--- src/rtl/cry_lut_pkg.sv ---
// Shared types and constants for the CRY lookup-ROM arbiter.
// The ROM buses use [0:7] ordering with bit i carrying weight 2^i.
package cry_lut_pkg;

    localparam int unsigned RomAw   = 8;
    localparam int unsigned RomDw   = 8;
    localparam int unsigned NreqMin = 2;
    localparam int unsigned NreqMax = 8;

    typedef enum logic [1:0] {
        StIdle,
        StFire,
        StFetch
    } state_e;

    // Map a conventional [7:0] index onto the ROM's [0:7] bus, bit i to bit i.
    function automatic logic [0:RomAw-1] to_rom(input logic [RomAw-1:0] v);
        logic [0:RomAw-1] r;
        for (int i = 0; i < RomAw; i++) r[i] = v[i];
        return r;
    endfunction

    function automatic logic [RomDw-1:0] from_rom(input logic [0:RomDw-1] v);
        logic [RomDw-1:0] r;
        for (int i = 0; i < RomDw; i++) r[i] = v[i];
        return r;
    endfunction

endpackage

--- src/rtl/cry_lut_arb_rr_pick.sv ---
// Combinational round-robin picker: first set request at or after ptr, with wrap.
module rr_pick #(
    parameter int unsigned NREQ = 4,
    parameter int unsigned IdxW = $clog2(NREQ)
) (
    input  logic [NREQ-1:0] req_i,
    input  logic [IdxW-1:0] ptr_i,
    output logic [NREQ-1:0] win_o,
    output logic [IdxW-1:0] win_idx_o,
    output logic            any_o
);

    logic [IdxW-1:0] idx;
    logic            found;
    int unsigned     pos;

    always_comb begin
        win_o     = '0;
        win_idx_o = '0;
        found     = 1'b0;
        idx       = '0;
        pos       = 0;
        for (int unsigned i = 0; i < NREQ; i++) begin
            pos = int'(ptr_i) + i;
            if (pos >= NREQ) pos = pos - NREQ;
            idx = IdxW'(pos);
            if (!found && req_i[idx]) begin
                found      = 1'b1;
                win_o[idx] = 1'b1;
                win_idx_o  = idx;
            end
        end
    end

    assign any_o = |req_i;

endmodule

--- src/rtl/cry_lut_arb.sv ---
// Shares one edge-sampled 256x8 CRY lookup ROM among NREQ requesters with
// round-robin arbitration; one lookup per two cycles when requests are back-to-back.
module cry_lut_arb
    import cry_lut_pkg::*;
#(
    parameter int unsigned NREQ = 4
) (
    input  logic              sys_clk,
    input  logic              resetl,
    input  logic [NREQ-1:0]   req,
    input  logic [NREQ*8-1:0] addr,
    output logic [NREQ-1:0]   gnt,
    output logic [NREQ-1:0]   vld,
    output logic [RomDw-1:0]  rdata,
    output logic [0:RomAw-1]  rom_addr,
    output logic              rom_clk,
    input  logic [0:RomDw-1]  rom_z,
    output logic              busy
);

    localparam int unsigned IdxW = $clog2(NREQ);

    state_e             state_q;
    logic [NREQ-1:0]    gnt_q, vld_q;
    logic [RomDw-1:0]   rdata_q;
    logic [0:RomAw-1]   rom_addr_q;
    logic               rom_clk_q, busy_q;
    logic [IdxW-1:0]    owner_q, ptr_q;

    logic [NREQ-1:0]    win;
    logic [IdxW-1:0]    win_idx;
    logic               any;
    logic [RomAw-1:0]   win_addr;
    logic               arb;

    rr_pick #(
        .NREQ (NREQ),
        .IdxW (IdxW)
    ) u_pick (
        .req_i     (req),
        .ptr_i     (ptr_q),
        .win_o     (win),
        .win_idx_o (win_idx),
        .any_o     (any)
    );

    always_comb begin
        win_addr = '0;
        for (int k = 0; k < NREQ; k++) begin
            if (win_idx == IdxW'(k)) win_addr = addr[k*8 +: 8];
        end
    end

    // Requests are only looked at in IDLE and FETCH, so rom_clk always gets a low cycle first.
    assign arb = any && (state_q == StIdle || state_q == StFetch);

    always_ff @(posedge sys_clk or negedge resetl) begin
        if (!resetl) begin
            state_q    <= StIdle;
            gnt_q      <= '0;
            vld_q      <= '0;
            rdata_q    <= '0;
            rom_addr_q <= '0;
            rom_clk_q  <= 1'b0;
            busy_q     <= 1'b0;
            owner_q    <= '0;
            ptr_q      <= '0;
        end else begin
            gnt_q     <= '0;
            vld_q     <= '0;
            rom_clk_q <= 1'b0;
            unique case (state_q)
                StIdle: begin
                    state_q <= StIdle;
                    busy_q  <= 1'b0;
                end
                StFire: begin
                    state_q <= StFetch;
                    busy_q  <= 1'b1;
                end
                StFetch: begin
                    rdata_q <= from_rom(rom_z);
                    vld_q   <= NREQ'(1) << owner_q;
                    state_q <= StIdle;
                    busy_q  <= 1'b0;
                end
                default: begin
                    state_q <= StIdle;
                    busy_q  <= 1'b0;
                end
            endcase
            if (arb) begin
                rom_addr_q <= to_rom(win_addr);
                rom_clk_q  <= 1'b1;
                gnt_q      <= win;
                owner_q    <= win_idx;
                ptr_q      <= (win_idx == IdxW'(NREQ - 1)) ? '0 : win_idx + IdxW'(1);
                state_q    <= StFire;
                busy_q     <= 1'b1;
            end
        end
    end

    assign gnt      = gnt_q;
    assign vld      = vld_q;
    assign rdata    = rdata_q;
    assign rom_addr = rom_addr_q;
    assign rom_clk  = rom_clk_q;
    assign busy     = busy_q;

endmodule
--- config.mk ---
export PLATFORM = sky130hd
export DESIGN_NAME = cry_lut_arb
export DESIGN_NICKNAME = d
export VERILOG_FILES = /design/src/rtl/cry_lut_pkg.sv /design/src/rtl/cry_lut_arb_rr_pick.sv /design/src/rtl/cry_lut_arb.sv
export SDC_FILE = /design/constraint.sdc
export NUM_CORES = 1
export LEC_CHECK = 0
export CAP_MARGIN = 40
export CORE_ASPECT_RATIO = 0.6
export CORE_UTILIZATION = 43
export DETAILED_ROUTE_END_ITERATION = 12
export PLACE_DENSITY = 0.76
export RECOVER_POWER = 25
export SYNTH_ARGS = -nofsm -noshare
export SYNTH_HDL_FRONTEND = slang
export SYNTH_HIERARCHICAL = 1
export SYNTH_SLANG_ARGS = --single-unit
export TNS_END_PERCENT = 5
--- constraint.sdc ---
create_clock -name sys_clk -period 4.2 [get_ports sys_clk]
set_input_delay 0.63 -clock sys_clk [delete_from_list [all_inputs] [get_ports sys_clk]]
set_output_delay 0.63 -clock sys_clk [all_outputs]
set_load 0.05 [all_outputs]
# --- After elaboration in Yosys (flattened, before gate mapping) ---
# Index checks and enable logic that the tools add are counted.
totals:
  reg_bits: 32
  elab_cells: 96
classes:
  n_addsub: 8
  bitwise: 3
  magnitude_cmp: 12
  mux: 43
  shifts: 1
  n_reduce_logical: 15
  n_eq_ne: 5
op_table:
  columns: ["cell", "count"]
  rows:
  - ["2-to-1 mux 8 bit", 4]
  - ["2-to-1 mux 4 bit", 6]
  - ["2-to-1 mux 2 bit", 11]
  - ["2-to-1 mux 1 bit", 14]
  - ["less-than comparator 2 x 3 -> 1 bit, second input constant", 4]
  - ["bitwise OR 4 bit", 3]
  - [">= comparator 3 bit, second input constant", 3]
  - ["binary-select mux 1 bit (select 2 bit)", 4]
  - ["demux 1 bit (select 2 bit)", 4]
  - [">= comparator 2 x 1 -> 1 bit, second input constant", 4]
  - ["logical AND 1 bit", 8]
  - ["subtractor 2 x 1 -> 2 bit, second input constant", 4]
  - ["adder 2 x 2 -> 3 bit, second input constant", 2]
  - ["equality test 2 bit, second input constant", 3]
  - ["equality test 2 x 1 -> 1 bit, second input constant", 2]
  - ["zero test 2 bit", 2]
  - ["OR reduction 4 bit", 1]
  - ["left shift 1 x 2 -> 4 bit, first input constant", 1]
  - ["adder 2 x 1 -> 3 bit, second input constant", 1]
  - [">= comparator 2 x 3 -> 1 bit, second input constant", 1]
  - ["zero test 1 bit", 3]
  - ["adder 2 x 1 -> 2 bit, second input constant", 1]
  - ["logical OR 1 bit", 1]

# --- Longest topological paths before layout ---
# Gate-level depths: netlist (run 1).
depth:
  ltp_word: 19
  ltp_mapped: 13
  mapped_depth_nobuf: 11

# --- By module ---
# Netlist (run 1), hierarchy kept.
modules_own_cells:
  columns: ["module", "n_inst", "cells_each", "area_per_inst_um2"]
  rows:
  - ["cry_lut_arb", 1, 113, 1387.6]
  - ["rr_pick", 1, 49, 411.6]

# --- Worst setup path after synthesis (run 1) ---
# Ideal clock, no wire load.
synth_path:
  path_kind: "flip-flop to flip-flop"
  from: "reg ptr_q[0]"
  to: "reg rom_addr_q (netlist bit rom_addr[1])"
  n_path_buf: 1
  setup_slack_ps: 1109
  path_stages_with_launch: 12
  period_less_slack_ps: 3091
  required_time_ps: 4106
  t_arrival_ps: 2997
  cell_sequence: "dfrtp_1 -> buf_2 -> inv_1 -> ha_1 -> mux4_2 -> nor4b_4 -> a22o_1 -> inv_1 -> ha_1 -> nor3b_4 -> a222oi_1 -> a211oi_1"
synth_between:
  elab_chain_len: 19
  word_cells_on_any_way: 44
synth_lines:
  columns: ["item", "line_no", "text"]
  rows:
  - ["start: declaration", "cry_lut_arb.sv:28", "logic [IdxW-1:0] owner_q, ptr_q;"]
  - ["start signal: assignment", "cry_lut_arb.sv:97", "ptr_q <= (win_idx == IdxW'(NREQ - 1)) ? '0 : win_idx + IdxW'(1);"]
  - ["branches (longest 13 deep; another with adder 2 x 1 -> 3 bit)", null, null]
  - ["2-to-1 mux 2 bit (*)", "cry_lut_arb_rr_pick.sv:27", "if (!found && req_i[idx]) begin"]
  - ["net win_idx[1]", "cry_lut_arb.sv:31", "logic [IdxW-1:0] win_idx;"]
  - ["zero test 2 bit", "cry_lut_arb.sv:50", "if (win_idx == IdxW'(k)) win_addr = addr[k*8 +: 8];"]
  - ["2-to-1 mux 8 bit (3 in a row)", "cry_lut_arb.sv:50", null]
  - ["2-to-1 mux 8 bit (*)", "cry_lut_arb.sv:50", null]
  - ["end signal: assignment", "cry_lut_arb.sv:93", "rom_addr_q <= to_rom(win_addr);"]
  - ["end: declaration", "cry_lut_arb.sv:26", "logic [0:RomAw-1] rom_addr_q;"]
# Mark *: on every way through the listed nets, which the timed path passes. The select of a mux whose other input is x is not followed.
# A chain may end at the register's enable or synchronous reset.

# --- Worst setup path after layout (run 1) ---
layout_path:
  from: "reg ptr_q[1]"
  to: "reg rom_addr_q (netlist bit rom_addr[5])"
# Same word-level chain as after synthesis.

==> impl_metrics.csv, run 1 <==
group,metric,value,unit
worst_hold_path,hp-class,"reg2reg",
final_layout,drive_above_1_share,11.4,%
synthesis,synthTopCellsByArea,"dfrtp_1, ha_1, mux2_2, mux4_2, a22oi_1",
clock_tree,cts_htree_levels,2,
power,peakVddDrop,0.466,mV
sta,rsz0062_at_grt,"no",
floorplanning,initial_core_util,47.0,%
sta,hold_viol_final,0,
power,p_leak,1.09,nW
synthesis,synth_nets,217,
synthesis,syn_avg_cell_area,11.1,µm²
global_routing,track_usage,21.4,%
status,violations,"max-capacitance violations, max-slew violations",
setup_path,cp.required,4.39,ns
drt,top_layer,"met4",
setup_path,cp_max_fo,12,
final_layout,fill_cells,290,
synthesis,synth.largest_area_cell,"dfrtp_1",
drt,finalWirelength,4.42,mm
sta,fin_crit,3.75,ns
global_routing,grt_pass1_wl,7.20,mm
sta,final.setup.tns,0,ns
floorplanning,io_pins,72,
flow_run,cap_violations,1,
clock_tree,post_cts_buffers,0,
status,status,"complete, but fails checks",
drt,ant_nets,0,
clock_tree,cts_buffers,5,
final_layout,layout_common_cells,"clkdlybuf4s50_1, dfrtp_1, nor2_1",
clock_tree,clk_latency,0.28,ns
sta,hold_ws,0.437,ns
sta,fmax,267,MHz
drt,met3_length,378,µm
drt,drt-met1-wl,2.06,mm
floorplanning,die_area,4460,µm²
final_layout,layout_commonest_cell,"clkdlybuf4s50_1",
placement,port_buffers,71,
clock_tree,root_buffer,"clkbuf_8",
setup_path,cp-start-kind,"flop",
clock_tree,clk_path_buf_depth,2,
floorplanning,num_rows,17,
synthesis,ys_warn_count,6,
synthesis,syn_area,1800,µm²
sta,relSlewSlack,-7.56,%
final_layout,diodes,0,
synthesis,synth_top_area_share,43.1,%
final_layout,area_delta_synth_final,46.4,%
placement,place_congestion,0.817,
clock_tree,cts_resized,0,
placement,post-dp-hpwl,3.26,mm
clock_tree,clock-sinks,31,
drt,route.met2.wl,1.93,mm
global_routing,grt_pass1_vias,1546,
drt,viasPerCell,5.55,
clock_tree,cts_hold_buffers,0,
global_routing,antenna_found_initial,0,
power,p_per_area,904,nW/µm²
drt,wl_per_cell,15.6,µm
setup_path,end_kind,"flop",
drt,drc,0,
drt,route.vias.total,1572,
drt,firstDrtPassIters,5,
clock_tree,clk_pin_slew_worst_paths,0.06,ns
synthesis,ys_seq_area_share,43.1,%
final_layout,multiInputGateArea,933,µm²
synthesis,ys_ff_latch,31,
drt,first_iter_violations,86,
sta,finalClockSkew,0.0108,ns
global_routing,overflow,0,
sta,tightest_slew,1.61,ns
final_layout,regArea,776,µm²
sta,finalSetupViolCount,0,
floorplanning,dieHeight,52.1,µm
synthesis,synth_cell_types,40,
synthesis,syn_inst,162,
global_routing,grt_max_degree,32,
floorplanning,core,3830,µm²
sta,layout_worst_path_cycle_share,89.2,%
final_layout,finalNetCount,290,
clock_tree,cts_tree,"yes",
sta,finalMaxSlewViolations,32,
floorplanning,die_x,85.5,µm
setup_path,cp_data_arrival_time,3.93,ns
setup_path,criticalPathCategory,"reg2reg",
==> report_power, final <==
part / internal [W] / total (W) / switching (W)
registers: 0.000431 / 0.000515 / 0.0000837
clock network: 0.000149 / 0.000256 / 0.000107
logic: 0.000656 / 0.00161 / 0.000954
==> metrics by stage <==
stage / cell area, µm² / setup WS (ns) / utilization, % / total power, W / cells
finish: 2630 / 0.455 / 68.8 / 0.00238 / 283
global route: 2630 / 0.136 / 68.8 / 0.00255 / 283
CTS: 2630 / 0.507 / 68.7 / 0.00238 / 282
detailed placement: 2530 / 0.307 / 66.1 / 0.00212 / 274
global placement: 2530 / 0.533 / 66.1 / 0.00207 / 274
floorplan: 1800 / 1.11 / - / 0.00170 / 162
==> synthesized netlist by cell type (all sizes together) <==
cell,instances
a211oi,6
buf,7
a31oi,1
or2,1
and2,4
a221o,1
a22oi,9
nor3b,8
and3b,2
nor2b,6
dfrtp,31
a21o,1
mux4,4
a222oi,6
inv,7
nor2,14
nand3,1
o31ai,2
o21ai,10
nor4b,1
or4,1
nand2b,2
mux2,8
clkbuf,2
or4bb,1
ha,9
a21oi,3
nand3b,1
o2111ai,1
a22o,1
o211ai,1
mux2i,1
and3,1
nand2,8
==> sequential cells by signal, indices dropped and copies added (netlist names) <==
signal,cells
rdata,8
rom_addr,8
gnt,4
vld,4
owner_q,2
ptr_q,2
state_q,2
busy,1
==> final timing paths <==
check	to	slack, ns	startpoint	cells past startpoint
setup / recovery	rom_addr[5]$_DFFE_PN0N_	0.45	ptr_q[1]$_DFFE_PN0N_	11
hold / removal	state_q[1]$_DFF_PN0_	0.44	state_q[1]$_DFF_PN0_	1
setup reg to reg	rom_addr[5]$_DFFE_PN0N_	0.45	ptr_q[1]$_DFFE_PN0N_	11
hold reg to reg	state_q[1]$_DFF_PN0_	0.44	state_q[1]$_DFF_PN0_	1
max in group asynchronous	rdata[4]$_DFFE_PN0P_	1.97	resetl	2
min in group asynchronous	owner_q[0]$_DFFE_PN0N_	1.29	resetl	2
==> layer usage <==
metal	vias up	GRT usage, %
met4	0	6.11
met1	731	28.7
met3	4	6.98
met2	91	33.5
li1	746	-
met5	-	0
==> cells by family (layout without fill, tap and decap cells) <==
family | after synthesis | count (layout) | synth area share (%)
buf+inv | 16 | 90 | 5.01
compound gates | 42 | 42 | 16.8
fa+ha+maj | 9 | 9 | 6.26
flops | 31 | 31 | 43.1
mux | 13 | 13 | 10.6
simple gates | 51 | 51 | 18.3
==> cell type report <==
| type | instances | share of cell area [%] |
|---|---|---|
| multi-input cells | 115 | 35.4 |
| flip-flops and latches | 31 | 29.5 |
| well taps | 47 | 2.23 |
| repair buffers | 75 | 28.0 |
| clock buffers | 8 | 3.80 |
| inverters | 7 | 1.09 |
==> worst max-delay path, cell delays in order (launching register included) <==
cell and delay, ns:
dfrtp_1 0.60, inv_1 0.15, ha_1 0.43, mux4_2 0.46, nor2b_1 0.34, o21ai_0 0.13
o31ai_1 0.17, inv_1 0.17, ha_1 0.41, nor3b_4 0.37, a222oi_1 0.16, a211oi_1 0.27
Power figures use the tool's default switching activity.
==> run 2, diff against run 1 <==
--- a/config.mk
+++ b/config.mk
@@ -5,9 +5,11 @@
 export SDC_FILE = /design/constraint.sdc
 export NUM_CORES = 1
 export LEC_CHECK = 0
+export ABC_AREA = 1
 export CAP_MARGIN = 40
 export CORE_ASPECT_RATIO = 0.6
-export CORE_UTILIZATION = 43
+export CORE_UTILIZATION = 45
+export CTS_BUF_LIST = sky130_fd_sc_hd__clkbuf_4 sky130_fd_sc_hd__clkbuf_8 sky130_fd_sc_hd__clkbuf_16
 export DETAILED_ROUTE_END_ITERATION = 12
 export PLACE_DENSITY = 0.76
 export RECOVER_POWER = 25
==> impl_metrics.csv, run 2 <==
group,metric,value,unit
status,status,"complete, but fails checks",
status,violations,"max-capacitance violations, max-slew violations",
placement,place_ws,1.23,ns
power,clkPwrFrac,11.1,%
power,p_int,0.00127,W
clock_tree,clk_pin_slew_worst_paths,0.06,ns
placement,port_buffers,71,
synthesis,syn_avg_cell_area,7.97,µm²
drt,firstDrtPassIters,4,
sta,finalMaxSlewViolations,32,
setup_path,worstPathCellList,"inv_8, ha_1, inv_1, nand3_1, nand2_1, nand3_1, nor2_1, nor2_1, nor2_1, ha_1, inv_2, nand3_1, nand2_1, nand2_1, nand2_1, nand2_1, nand2_1",
drt,route.vias.total,1907,
drt,ant_nets,0,
synthesis,ys_ff_latch,31,
clock_tree,cts_htree_levels,2,
drt,finalWirelength,4.84,mm
clock_tree,post_cts_buffers,0,
synthesis,synth_edf_count,0,
drt,drc,0,
setup_path,cp_max_fo,12,
clock_tree,clk_latency,0.28,ns
placement,place_area,2760,µm²
power,p_per_area,936,nW/µm²
final_layout,drive_above_1_share,10.1,%
setup_path,cp-start-kind,"flop",
final_layout,post-route-util,68.1,%
synthesis,synth_cell_types,27,
global_routing,grt_pass1_wl,8.01,mm
sta,tightest_slew,1.61,ns
sta,relSlewSlack,-7.22,%
synthesis,netlist_top_cells_count,"nand2_1, dfrtp_1, nand3_1, inv_1, a21oi_1",
flow_run,cap_violations,1,
setup_path,end_kind,"flop",
synthesis,syn_inst,255,
sta,fmax,332,MHz
synthesis,synth_top_area_share,38.2,%
sta,final.setup.tns,0,ns
sta,layout_worst_path_cycle_share,71.8,%
floorplanning,initial_core_util,48.2,%
floorplanning,num_rows,18,
clock_tree,cts_tree,"yes",
drt,viasPerCell,4.94,
global_routing,antenna_found_initial,0,
synthesis,synth_most_common_cell,"nand2_1",
power,p_leak,1.42,nW
drt,route.met2.wl,2.03,mm
power,peakVddDrop,0.455,mV
sta,fin_crit,3.01,ns
final_layout,final_area,2870,µm²
floorplanning,io_pins,72,
final_layout,layout_commonest_cell,"nand2_1",
final_layout,fill_cells,346,
final_layout,diodes,0,
setup_path,crit_slowest_cell,"dfrtp_1",
power,p_seq_share,19.3,%
final_layout,layout_common_cells,"nand2_1, clkdlybuf4s50_1, dfrtp_1",
setup_path,path_buf_inv,3,
floorplanning,die_x,88.8,µm
global_routing,track_usage,22.6,%
synthesis,ys_warn_count,6,
sta,hold_viol_final,0,
setup_path,cp.required,4.37,ns
synthesis,ys_seq_area_share,38.2,%
final_layout,regArea,776,µm²
setup_path,criticalPathCategory,"reg2reg",
synthesis,syn_area,2030,µm²
synthesis,synthTopCellsByArea,"dfrtp_1, nand2_1, nand3_1, ha_1, a21oi_1",
clock_tree,cts_buffers,5,
synthesis,postSynth.asyncResetShare,100,%
floorplanning,die_area,4800,µm²
global_routing,grt_max_degree,32,
sta,rsz0062_at_grt,"no",
synthesis,synth.largest_area_cell,"dfrtp_1",
clock_tree,clk_path_buf_depth,2,
drt,wl_per_cell,12.5,µm
worst_hold_path,hp-class,"reg2reg",
clock_tree,root_buffer,"clkbuf_8",
floorplanning,core,4210,µm²
floorplanning,dieHeight,54.1,µm
placement,place_congestion,0.884,
setup_path,cpMostUsedCell,"nand2_1",
setup_path,max_stage_delay,0.70,ns
power,power.total,0.00268,W
global_routing,overflow,0,
power,pwr-share-comb,69.6,%
power,p_sw,0.00141,W
final_layout,multiInputGateArea,1050,µm²
drt,first_iter_violations,102,
power,swShare,52.6,%
clock_tree,clock-sinks,31,
synthesis,synth_nets,310,
drt,top_layer,"met4",
global_routing,grt_pass1_vias,1820,
final_layout,area_delta_synth_final,41.1,%
placement,post-dp-hpwl,3.61,mm
setup_path,cp_data_arrival_time,3.18,ns
synthesis,synth_ff_type,"dfrtp_1",
sta,setup_ws,1.19,ns
sta,finalClockSkew,0.00165,ns
sta,finalSetupViolCount,0,
clock_tree,cts_hold_buffers,0,
final_layout,finalNetCount,380,
setup_path,critical_path.top_delay_family,"simple AND/OR/NAND/NOR gates",
drt,met3_length,518,µm
clock_tree,cts_resized,0,
drt,drt-met1-wl,2.26,mm
## run 2: cell count changes in the layout (fill, tap and decap cells not counted), moves of 7 or more
cell,change
a21oi_1,+18
nor3b_1,-7
a22oi_1,-9
inv_1,+21
nand3_1,+29
nand2_1,+70
## run 2: cells by family (layout without fill, tap and decap cells)
| family | count (synthesis) | in the layout | synth area share, % |
|---|---|---|---|
| AOI/OAI and AO/OA | 31 | 31 | 8.25 |
| DFF | 31 | 31 | 38.2 |
| and+or+nand+nor | 136 | 136 | 32.3 |
| adders and majority gates | 9 | 9 | 5.54 |
| buffers and inverters | 40 | 111 | 10.2 |
| muxes | 8 | 8 | 5.54 |
## run 2: final timing paths
kind                                           start                       to  slack (ns)  depth (start not counted)
worst min register to register  state_q[1]$_DFF_PN0_     state_q[1]$_DFF_PN0_        0.45                          1
worst min-delay path            state_q[1]$_DFF_PN0_     state_q[1]$_DFF_PN0_        0.45                          1
worst max register to register  ptr_q[0]$_DFFE_PN0N_  rom_addr[0]$_DFFE_PN0N_        1.19                         17
worst max-delay path            ptr_q[0]$_DFFE_PN0N_  rom_addr[0]$_DFFE_PN0N_        1.19                         17
max in group asynchronous                     resetl  rom_addr[0]$_DFFE_PN0N_        1.98                          2
min in group asynchronous                     resetl     rdata[4]$_DFFE_PN0P_        1.29                          2
## run 2: area by class of cell
class | instances | area share (%)
inverter | 31 | 4.80
tap | 60 | 2.62
clock buffer | 6 | 2.88
clock inverter | 2 | 1.22
timing repair buffer | 72 | 24.9
multi-input combinational | 184 | 36.5
sequential | 31 | 27.1
## run 2: power groups by stage
stage	clock (W)	sequential (W)	combinational [W]
CTS	0.000305	0.000519	0.00186
global placement	0	0.000522	0.00182
floorplan	0	0.000835	0.00111
detailed placement	0	0.000520	0.00185
finish	0.000299	0.000517	0.00187
global route	0.000323	0.000533	0.00207
## run 2: per-layer routing
| metal | GRT usage [%] | vias to the layer above |
|---|---|---|
| met1 | 30.1 | 845 |
| met3 | 8.13 | 4 |
| met2 | 34.5 | 101 |
| met4 | 6.72 | 0 |
| li1 | - | 957 |
| met5 | 0 | - |
## run 2: worst register-to-register path, delay by kind of cell (launching register included)
family                     cells  cell delay, ns
and+or+nand+nor               12            1.05
adders and majority gates      2            0.76
DFF                            1            0.70
buffers and inverters          3            0.38
## run 2: metrics by stage
stage	cells	hold WS [ns]
final	386	0.454
after global routing	386	0.477
after CTS	386	0.476
after detailed placement	378	0.454
after global placement	378	0.450
after floorplan	255	0.334
